**src/rtl/hilo_muldiv_unit_pkg.sv**
```systemverilog
// Shared op codes and divider FSM encoding for the HI/LO execute unit.
package hilo_muldiv_unit_pkg;
    // Values mirror the core-wide defines.vh op code table.
    localparam logic [7:0] EXE_MFHI_OP  = 8'b0001_0000;
    localparam logic [7:0] EXE_MTHI_OP  = 8'b0001_0001;
    localparam logic [7:0] EXE_MFLO_OP  = 8'b0001_0010;
    localparam logic [7:0] EXE_MTLO_OP  = 8'b0001_0011;
    localparam logic [7:0] EXE_MULT_OP  = 8'b0001_1000;
    localparam logic [7:0] EXE_MULTU_OP = 8'b0001_1001;
    localparam logic [7:0] EXE_DIV_OP   = 8'b0001_1010;
    localparam logic [7:0] EXE_DIVU_OP  = 8'b0001_1011;

    typedef enum logic [1:0] {
        S_IDLE = 2'd0,
        S_BUSY = 2'd1,
        S_DONE = 2'd2
    } div_state_e;
endpackage

```
**src/rtl/hilo_muldiv_unit_div_radix2.sv**
```systemverilog
// Unsigned restoring radix-2 divider core: one quotient bit per cycle.
module div_radix2 #(
    parameter int DATA_W    = 32,
    parameter int DIV_ITERS = 32
) (
    input  logic              clk,
    input  logic              rst,
    input  logic              i_start,
    input  logic              i_abort,
    input  logic [DATA_W-1:0] i_dividend,
    input  logic [DATA_W-1:0] i_divisor,
    output logic              o_last,
    output logic              o_done,
    output logic [DATA_W-1:0] o_quo,
    output logic [DATA_W-1:0] o_rem
);
    localparam int CNT_W = $clog2(DIV_ITERS);
    localparam logic [CNT_W-1:0] LAST = CNT_W'(DIV_ITERS - 1);

    logic              r_busy;
    logic              r_done;
    logic [CNT_W-1:0]  r_cnt;
    logic [DATA_W-1:0] r_quo;
    logic [DATA_W-1:0] r_rem;
    logic [DATA_W-1:0] r_div;

    logic [DATA_W:0]   w_sh;
    logic [DATA_W+1:0] w_sub;
    logic              w_ge;

    // Partial remainder shifted left by one with the next dividend bit in.
    assign w_sh  = {r_rem, r_quo[DATA_W-1]};
    assign w_sub = {1'b0, w_sh} - {2'b00, r_div};
    assign w_ge  = ~w_sub[DATA_W+1];

    assign o_last = r_busy & (r_cnt == LAST);
    assign o_done = r_done;
    assign o_quo  = r_quo;
    assign o_rem  = r_rem;

    always_ff @(posedge clk or posedge rst) begin
        if (rst) begin
            r_busy <= 1'b0;
            r_done <= 1'b0;
            r_cnt  <= '0;
            r_quo  <= '0;
            r_rem  <= '0;
            r_div  <= '0;
        end else begin
            r_done <= 1'b0;
            if (i_abort) begin
                r_busy <= 1'b0;
                r_cnt  <= '0;
            end else if (i_start) begin
                r_busy <= 1'b1;
                r_cnt  <= '0;
                r_quo  <= i_dividend;
                r_rem  <= '0;
                r_div  <= i_divisor;
            end else if (r_busy) begin
                r_quo <= {r_quo[DATA_W-2:0], w_ge};
                r_rem <= w_ge ? w_sub[DATA_W-1:0] : w_sh[DATA_W-1:0];
                r_cnt <= r_cnt + 1'b1;
                if (o_last) begin
                    r_busy <= 1'b0;
                    r_done <= 1'b1;
                end
            end
        end
    end
endmodule

```
**src/rtl/hilo_muldiv_unit.sv**
```systemverilog
// HI/LO execute unit: single-cycle multiply, iterative divide, MT/MF access.
module hilo_muldiv_unit
    import hilo_muldiv_unit_pkg::*;
#(
    parameter int DATA_W    = 32,
    parameter int DIV_ITERS = 32
) (
    input  logic              clk,
    input  logic              rst,
    input  logic [7:0]        alucontrolE,
    input  logic              validE,
    input  logic              flushE,
    input  logic [DATA_W-1:0] srcaE,
    input  logic [DATA_W-1:0] srcbE,
    output logic              stallE,
    output logic [DATA_W-1:0] hilo_rdataE,
    output logic [DATA_W-1:0] hi_o,
    output logic [DATA_W-1:0] lo_o
);
    div_state_e r_state;
    div_state_e w_next;

    logic [DATA_W-1:0]   r_hi;
    logic [DATA_W-1:0]   r_lo;
    logic                r_neg_q;
    logic                r_neg_r;

    logic                w_go;
    logic                w_is_div;
    logic                w_signed;
    logic                w_bzero;
    logic                w_start;
    logic                w_sa;
    logic                w_sb;
    logic                w_last;
    logic                w_done;
    logic [DATA_W-1:0]   w_mag_a;
    logic [DATA_W-1:0]   w_mag_b;
    logic [DATA_W-1:0]   w_core_quo;
    logic [DATA_W-1:0]   w_core_rem;
    logic [DATA_W-1:0]   w_quo;
    logic [DATA_W-1:0]   w_rem;
    logic [2*DATA_W-1:0] w_prod;

    assign w_go     = validE & ~flushE;
    assign w_is_div = (alucontrolE == EXE_DIV_OP) | (alucontrolE == EXE_DIVU_OP);
    assign w_signed = (alucontrolE == EXE_DIV_OP) | (alucontrolE == EXE_MULT_OP);
    assign w_bzero  = (srcbE == '0);
    assign w_start  = (r_state == S_IDLE) & w_go & w_is_div & ~w_bzero;

    assign w_sa    = w_signed & srcaE[DATA_W-1];
    assign w_sb    = w_signed & srcbE[DATA_W-1];
    assign w_mag_a = w_sa ? -srcaE : srcaE;
    assign w_mag_b = w_sb ? -srcbE : srcbE;

    // Zero/sign extension picks signed or unsigned product from one multiplier.
    assign w_prod = {{DATA_W{w_sa}}, srcaE} * {{DATA_W{w_sb}}, srcbE};

    assign w_quo = r_neg_q ? -w_core_quo : w_core_quo;
    assign w_rem = r_neg_r ? -w_core_rem : w_core_rem;

    assign stallE = (w_start | (r_state == S_BUSY)) & ~flushE & ~rst;

    assign hi_o = r_hi;
    assign lo_o = r_lo;

    always_comb begin
        hilo_rdataE = '0;
        if (alucontrolE == EXE_MFHI_OP) hilo_rdataE = r_hi;
        if (alucontrolE == EXE_MFLO_OP) hilo_rdataE = r_lo;
    end

    div_radix2 #(
        .DATA_W    (DATA_W),
        .DIV_ITERS (DIV_ITERS)
    ) u_div (
        .clk        (clk),
        .rst        (rst),
        .i_start    (w_start),
        .i_abort    (flushE),
        .i_dividend (w_mag_a),
        .i_divisor  (w_mag_b),
        .o_last     (w_last),
        .o_done     (w_done),
        .o_quo      (w_core_quo),
        .o_rem      (w_core_rem)
    );

    always_comb begin
        w_next = r_state;
        case (r_state)
            S_IDLE:  if (w_start) w_next = S_BUSY;
            S_BUSY:  if (w_last) w_next = S_DONE;
            S_DONE:  w_next = S_IDLE;
            default: w_next = S_IDLE;
        endcase
        if (flushE) w_next = S_IDLE;
    end

    always_ff @(posedge clk or posedge rst) begin
        if (rst) begin
            r_state <= S_IDLE;
            r_neg_q <= 1'b0;
            r_neg_r <= 1'b0;
        end else begin
            r_state <= w_next;
            if (w_start) begin
                r_neg_q <= w_sa ^ w_sb;
                r_neg_r <= w_sa;
            end
        end
    end

    always_ff @(posedge clk or posedge rst) begin
        if (rst) begin
            r_hi <= '0;
            r_lo <= '0;
        end else if ((r_state == S_DONE) & w_done & ~flushE) begin
            r_hi <= w_rem;
            r_lo <= w_quo;
        end else if ((r_state == S_IDLE) & w_go) begin
            case (alucontrolE)
                EXE_MULT_OP, EXE_MULTU_OP: {r_hi, r_lo} <= w_prod;
                EXE_DIV_OP, EXE_DIVU_OP: begin
                    if (w_bzero) begin
                        r_hi <= srcaE;
                        r_lo <= '1;
                    end
                end
                EXE_MTHI_OP: r_hi <= srcaE;
                EXE_MTLO_OP: r_lo <= srcaE;
                default: ;
            endcase
        end
    end
endmodule

```
**config.mk**
```make
export PLATFORM = sky130hd
export DESIGN_NAME = hilo_muldiv_unit
export DESIGN_NICKNAME = d
export VERILOG_FILES = /design/src/rtl/hilo_muldiv_unit_pkg.sv /design/src/rtl/hilo_muldiv_unit_div_radix2.sv /design/src/rtl/hilo_muldiv_unit.sv
export SDC_FILE = /design/constraint.sdc
export NUM_CORES = 2
export LEC_CHECK = 0
export ABC_AREA = 1
export BUFFER_PORTS_ARGS = -buffer_cell sky130_fd_sc_hd__buf_4
export CORE_UTILIZATION = 50
export CTS_CLUSTER_SIZE = 25
export DETAILED_ROUTE_END_ITERATION = 8
export PLACE_DENSITY = 0.66
export SETUP_SLACK_MARGIN = 0.02
export SYNTH_ARGS = -nofsm -noshare
export SYNTH_HDL_FRONTEND = slang
export SYNTH_SLANG_ARGS = --single-unit
```
**constraint.sdc**
```tcl
create_clock -name clk -period 16.65 [get_ports clk]
set_input_delay 3.33 -clock clk [delete_from_list [all_inputs] [get_ports clk]]
set_output_delay 3.33 -clock clk [all_outputs]
set_load 0.02 [all_outputs]
```
Word level (Yosys, flattened, before mapping)

Index checks and enable logic that the tools add are counted.

Bits in registers: 171
Bits in latches: 0
RAM bits: 0
ROM bits: 0
Bits of input ports: 76
Output and inout bits: 97
Logic and storage cells: 99
Memories kept: 0

Add/sub/neg operators: 6
Multiply operators: 1
Div/mod/pow operators: 0
Order comparisons: 0
Eq/ne operators: 14
Shifts and indexed selects: 0
Mux-type cells: 34
Bitwise gates (word level): 19
Reduce and logical (&&, ||, !) cells: 14

Operators by type and width:

| cell                  | count |
|---|---|
| $mux W32              | 17 |
| $pmux W32 S3          | 2 |
| $neg A32 Y32          | 4 |
| $eq A8 B5 Y1 const B  | 8 |
| $mul A33 B33 Y64      | 1 |
| $sub A33 B32 Y34      | 1 |
| $logic_not A32 Y1     | 1 |
| $mux W5               | 3 |
| $and A1 B1 Y1         | 11 |
| $mux W1               | 8 |
| $reduce_bool A4 Y1    | 2 |
| $mux W2               | 3 |
| $ne A3 B3 Y1 const B  | 2 |
| $reduce_and A2 Y1     | 3 |
| $reduce_and A3 Y1     | 2 |
| $add A5 B1 Y5 const B | 1 |
| $eq A5 B5 Y1 const B  | 1 |
| $not A1 Y1            | 4 |
| $pmux W2 S2           | 1 |
| $reduce_bool A2 Y1    | 2 |
| $reduce_or A2 Y1      | 2 |
| $ne A3 B2 Y1 const B  | 1 |
| $or A1 B1 Y1          | 3 |
| $reduce_bool A3 Y1    | 1 |
| 4 further kinds       | 4 |

Longest topological paths before layout

Depth after elaboration: 8
Mapped depth: 38
Depth with buffers taken out: 35

By module

From an unflattened synthesis, not the netlist that was laid out.

Cell total of the unflattened synthesis: 7,278
Area total of the unflattened synthesis: 54,412.2 µm²

Modules (own cells, without submodules):

| module           | instances | cells an instance | area each (µm²) | seq. area each (µm²) |
|---|---|---|---|---|
| hilo_muldiv_unit | 1         | 6,174             | 47,107.7        | 1,701.6 |
| div_radix2       | 1         | 1,104             | 7,304.5         | 2,577.5 |

Worst setup path after synthesis

Ideal clock, no wire load.

Kind: input -> register
From: input port alucontrolE[5]
To: register r_hi[30] (netlist: hi_o[30])
Setup time: 77 ps
Arrival time: 10,716 ps
Data required time: 16,573 ps
Slack: 5,856 ps
Cell stages on the path: 33
Buffers on the path: 3
Path through: inv_1 > nand2_1 > nor3_2 > buf_2 > nand2_2 > clkbuf_1 > buf_1 > nor2_1 > fa_1 > inv_1 > fa_1 > inv_1 > fa_1 > inv_1 > fa_1 > fa_1 > fa_1 > inv_1 > fa_1 > inv_1 > fa_1 > inv_1 > ha_1 > inv_1 > nor3_1 > nand2_1 > nor4_1 > nand2_1 > nand2_1 > nand2_1 > nand3_1 > nand2_1 > a21oi_1

Word-level cells in the longest chain between the ends: 7
Elaborated cells on any way between the ends: 17
Those cells by class: 1 x mul; 6 x eq/ne; 3 x mux; 3 x bitwise; 4 x reduce/logical

Ends and longest elaborated chain:

| element                                 | line                                            | RTL |
|---|---|---|
| start: declaration                      | hilo_muldiv_unit.sv:10                          | `input logic [7:0] alucontrolE,` |
| $eq A8 B5 Y1                            | hilo_muldiv_unit.sv:47, hilo_muldiv_unit.sv:122 |  |
| $or A1 B1 Y1                            | hilo_muldiv_unit.sv:47                          | `assign w_signed = (alucontrolE == EXE_DIV_OP) \| (alucontrolE == EXE_MULT_OP);` |
| $and A1 B1 Y1, on equally long branches | hilo_muldiv_unit.sv:51, hilo_muldiv_unit.sv:52  |  |
| $mul A33 B33 Y64                        | hilo_muldiv_unit.sv:57                          | `assign w_prod = {{DATA_W{w_sa}}, srcaE} * {{DATA_W{w_sb}}, srcbE};` |
| $pmux W32 S3                            | hilo_muldiv_unit.sv:122                         | `case (alucontrolE)` |
| $mux W32                                | hilo_muldiv_unit.sv:121                         | `end else if ((r_state == S_IDLE) & w_go) begin` |
| $mux W32                                | hilo_muldiv_unit.sv:118                         | `end else if ((r_state == S_DONE) & w_done & ~flushE) begin` |
| end signal: assignment                  | hilo_muldiv_unit.sv:119                         | `r_hi <= w_rem;` |
| end signal: assignment                  | hilo_muldiv_unit.sv:123                         | `EXE_MULT_OP, EXE_MULTU_OP: {r_hi, r_lo} <= w_prod;` |
| end signal: assignment                  | hilo_muldiv_unit.sv:126                         | `r_hi <= srcaE;` |
| end: declaration                        | hilo_muldiv_unit.sv:23                          | `logic [DATA_W-1:0] r_hi;` |

Several ways; a longest one is shown, not always the timed one. The select of a mux whose other input is x is not followed.
A chain may end at the register's enable or synchronous reset.

Worst setup path in the final report

From: input port alucontrolE[5]
To: register r_hi[20] (netlist: hi_o[20])

The elaborated chain is that of the path after synthesis.

==> reports/summary.txt <==
post-layout util - 53.0%
type of the tightest min-delay check - reg -> reg
vias in the first global route - 49.0k
fmax - 84.0 MHz
min-delay src - u_div.r_div[16]$_DFFE_PP0P_
cells after synthesis - 7172
Max Cap Viol - 0
hpwl dp - 155000 um
Antenna Nets Post-Route - 0
Initial Util - 50.7%
area of the multi-input gates - 40900 um2
Rows - 119
initial antenna violation count - 5
DR iter-0 viols - 3934
nets - 8494
Die Y-Extent - 330 um
Synth top area share - 41.9%
Mapped Avg Cell Area - 7.50 um2
Post-CTS Hold Fix Bufs - 0
Critical R2R Launch - r_state[0]$_DFFE_PP0P_
end of the worst hold path - u_div.r_div[16]$_DFFE_PP0P_
Worst-path clk slew - 0.09 ns
post-route minimum period - 11.90 ns
WP depth - 32
post-cts repair resize count - 0
Top Family by Delay on Critical Path - adder cells
CP max stage delay - 0.88 ns
Synth area leaders - fa_1 42%, inv_1 13%, nand2_1 12%, dfrtp_1 8.0%, ha_1 5.8%
register area share after synthesis - 7.96%
postcts setup bufs - 0
Synth async-reset ratio - 100%
H-tree depth - 4
CTS buffer count - 17
first-pass GRT wire length - 300000 um
Finish-stage setup viols - 0
largest net degree at the start of global routing - 101
layout cell share with drive strength beyond 1 - 4.14%
EDFF count, synth - 0
GRT Resource Usage Total - 37.1%
Syn-to-layout area delta - 4.53%
drt pass-1 iters - 6
filler cell count - 10.5k
reg2reg setup slack - 13.28 ns
slowest CP cell - fa_1
Setup CP Type - in -> reg
post-synth top area cell - fa_1
worst skew pair latency - 0.48 ns
crit path DAT - 12.24 ns
total wire length - 196000 um
GP Congestion - 1.04
CP Buf/Inv Count - 10
Sink Count - 171
Final Cycle Share - 71.5%
Synth Cell Area - 53800 um2
most frequent cell after synthesis - inv_1
PortBufs - 172
Main synth FF type - dfrtp_1
r2r endpoint - hi_o[25]$_DFFE_PP0P_
GR Overflow Total - 0
r2r worst-path depth - 13
IO Count - 173
Finished Cell Area - 56200 um2
vias per inst - 5.57
Cell variety after synth - 52
Synth Net Count - 8624
Slew HR - 28.6%
worst hold path cell count - 2
Worst-Margin Slew - 1.06 ns
die width - 330 um
routed len/inst - 23.2 um
synth warn - 0
TNS Setup - 0 ns
Core ar. - 106000 um2
Worst EP required - 16.99 ns
Clock Path Buffers - 2
synth cell count leaders - 1870 x inv_1, 1704 x nand2_1, 1126 x fa_1
endpoints failing hold - 0
Yosys reg bits - 171
Placed Area - 55600 um2
CTS tree - yes
RSZ-0062 raised after global routing - no
FF+latch area - 4280 um2
CTS Root Cell - clkbuf_16
drt drc - 0
Max FO, Critical Path - 32
outcome - finished, final reports clean
critical path startpoint category - primary input
Die ar. - 109000 um2
fin. max-slew vios - 0
Crit. End Element - flop
clk_skew - 0.0218 ns
routed vias - 47.0k
state kept, by name (all words and copies together), names as in the netlist:
| register | count |
|---|---|
| u_div.o_quo | 32 |
| r_neg_r | 1 |
| u_div.r_busy | 1 |
| r_state | 2 |
| r_neg_q | 1 |
| u_div.o_done | 1 |
| u_div.r_cnt | 5 |
| u_div.o_rem | 32 |
| hi_o | 32 |
| u_div.r_div | 32 |
| lo_o | 32 |
worst max path at each step:
| stage | start | to |
|---|---|---|
| floorplan | alucontrolE[5] | hi_o[30]$_DFFE_PP0P_ |
| global placement | alucontrolE[5] | hi_o[20]$_DFFE_PP0P_ |
| detailed placement | alucontrolE[5] | hi_o[20]$_DFFE_PP0P_ |
| CTS | alucontrolE[5] | hi_o[20]$_DFFE_PP0P_ |
| global route | alucontrolE[5] | hi_o[14]$_DFFE_PP0P_ |
| finish | alucontrolE[5] | hi_o[20]$_DFFE_PP0P_ |
kinds of logic after synthesis:
group	share of synthesized area, %
simple gates	18.7
buf+inv	15.9
fa+ha+maj	47.7
compound gates	8.08
flops	7.96
xor+xnor	1.55
mux	0.0186
per-stage QoR:
stage / setup slack, ns / cells / hold slack (ns)
after floorplan: 5.86 / 7172 / 0.449
after global routing: 4.30 / 8447 / 0.507
after CTS: 4.72 / 8446 / 0.490
after global placement: 4.26 / 8414 / 0.470
final: 4.75 / 8449 / 0.491
after detailed placement: 4.21 / 8414 / 0.472
per-layer routing:
layer | GRT usage [%] | share of wire [%]
met5 | 0 | 0.015
met4 | 17.2 | 5.5
met3 | 5.30 | 7.2
met2 | 62.7 | 48
met1 | 47.1 | 39
area by class of cell:
class | instances | share of cell area (%)
inverter | 1882 | 12.6
multi-input combinational | 4761 | 72.8
antenna | 3 | 0.0134
tap | 1391 | 3.10
clock inverter | 15 | 0.316
clock buffer | 17 | 0.757
sequential | 171 | 7.61
timing repair buffer | 209 | 2.79
worst min-delay path: cells and delay by family, from the launching register on:
family	cells	cell delay, ns
flip-flops	1	0.35
AO/OA/AOI/OAI	1	0.06
AND/OR/NAND/NOR	1	0.05
layout by cell type, fill, tap and decap left out, types with 17 or more instances in the layout:
| cell type | count |
|---|---|
| nand4_1 | 45 |
| nand2_1 | 1704 |
| o21bai_1 | 23 |
| xnor2_1 | 26 |
| a21oi_1 | 279 |
| nor2_1 | 444 |
| o21ai_0 | 274 |
| ha_1 | 250 |
| fa_1 | 1126 |
| a31oi_1 | 29 |
| inv_1 | 1867 |
| nor3_1 | 39 |
| dfrtp_1 | 171 |
| xor2_1 | 69 |
| nor4_1 | 20 |
| o22ai_1 | 46 |
| o21ai_1 | 46 |
| o211ai_1 | 45 |
| buf_4 | 209 |
| nand3_1 | 206 |
| clkbuf_16 | 17 |
Power is not shown: default switching activity piles up to over one toggle a cycle in this logic, so the estimate is an artifact.
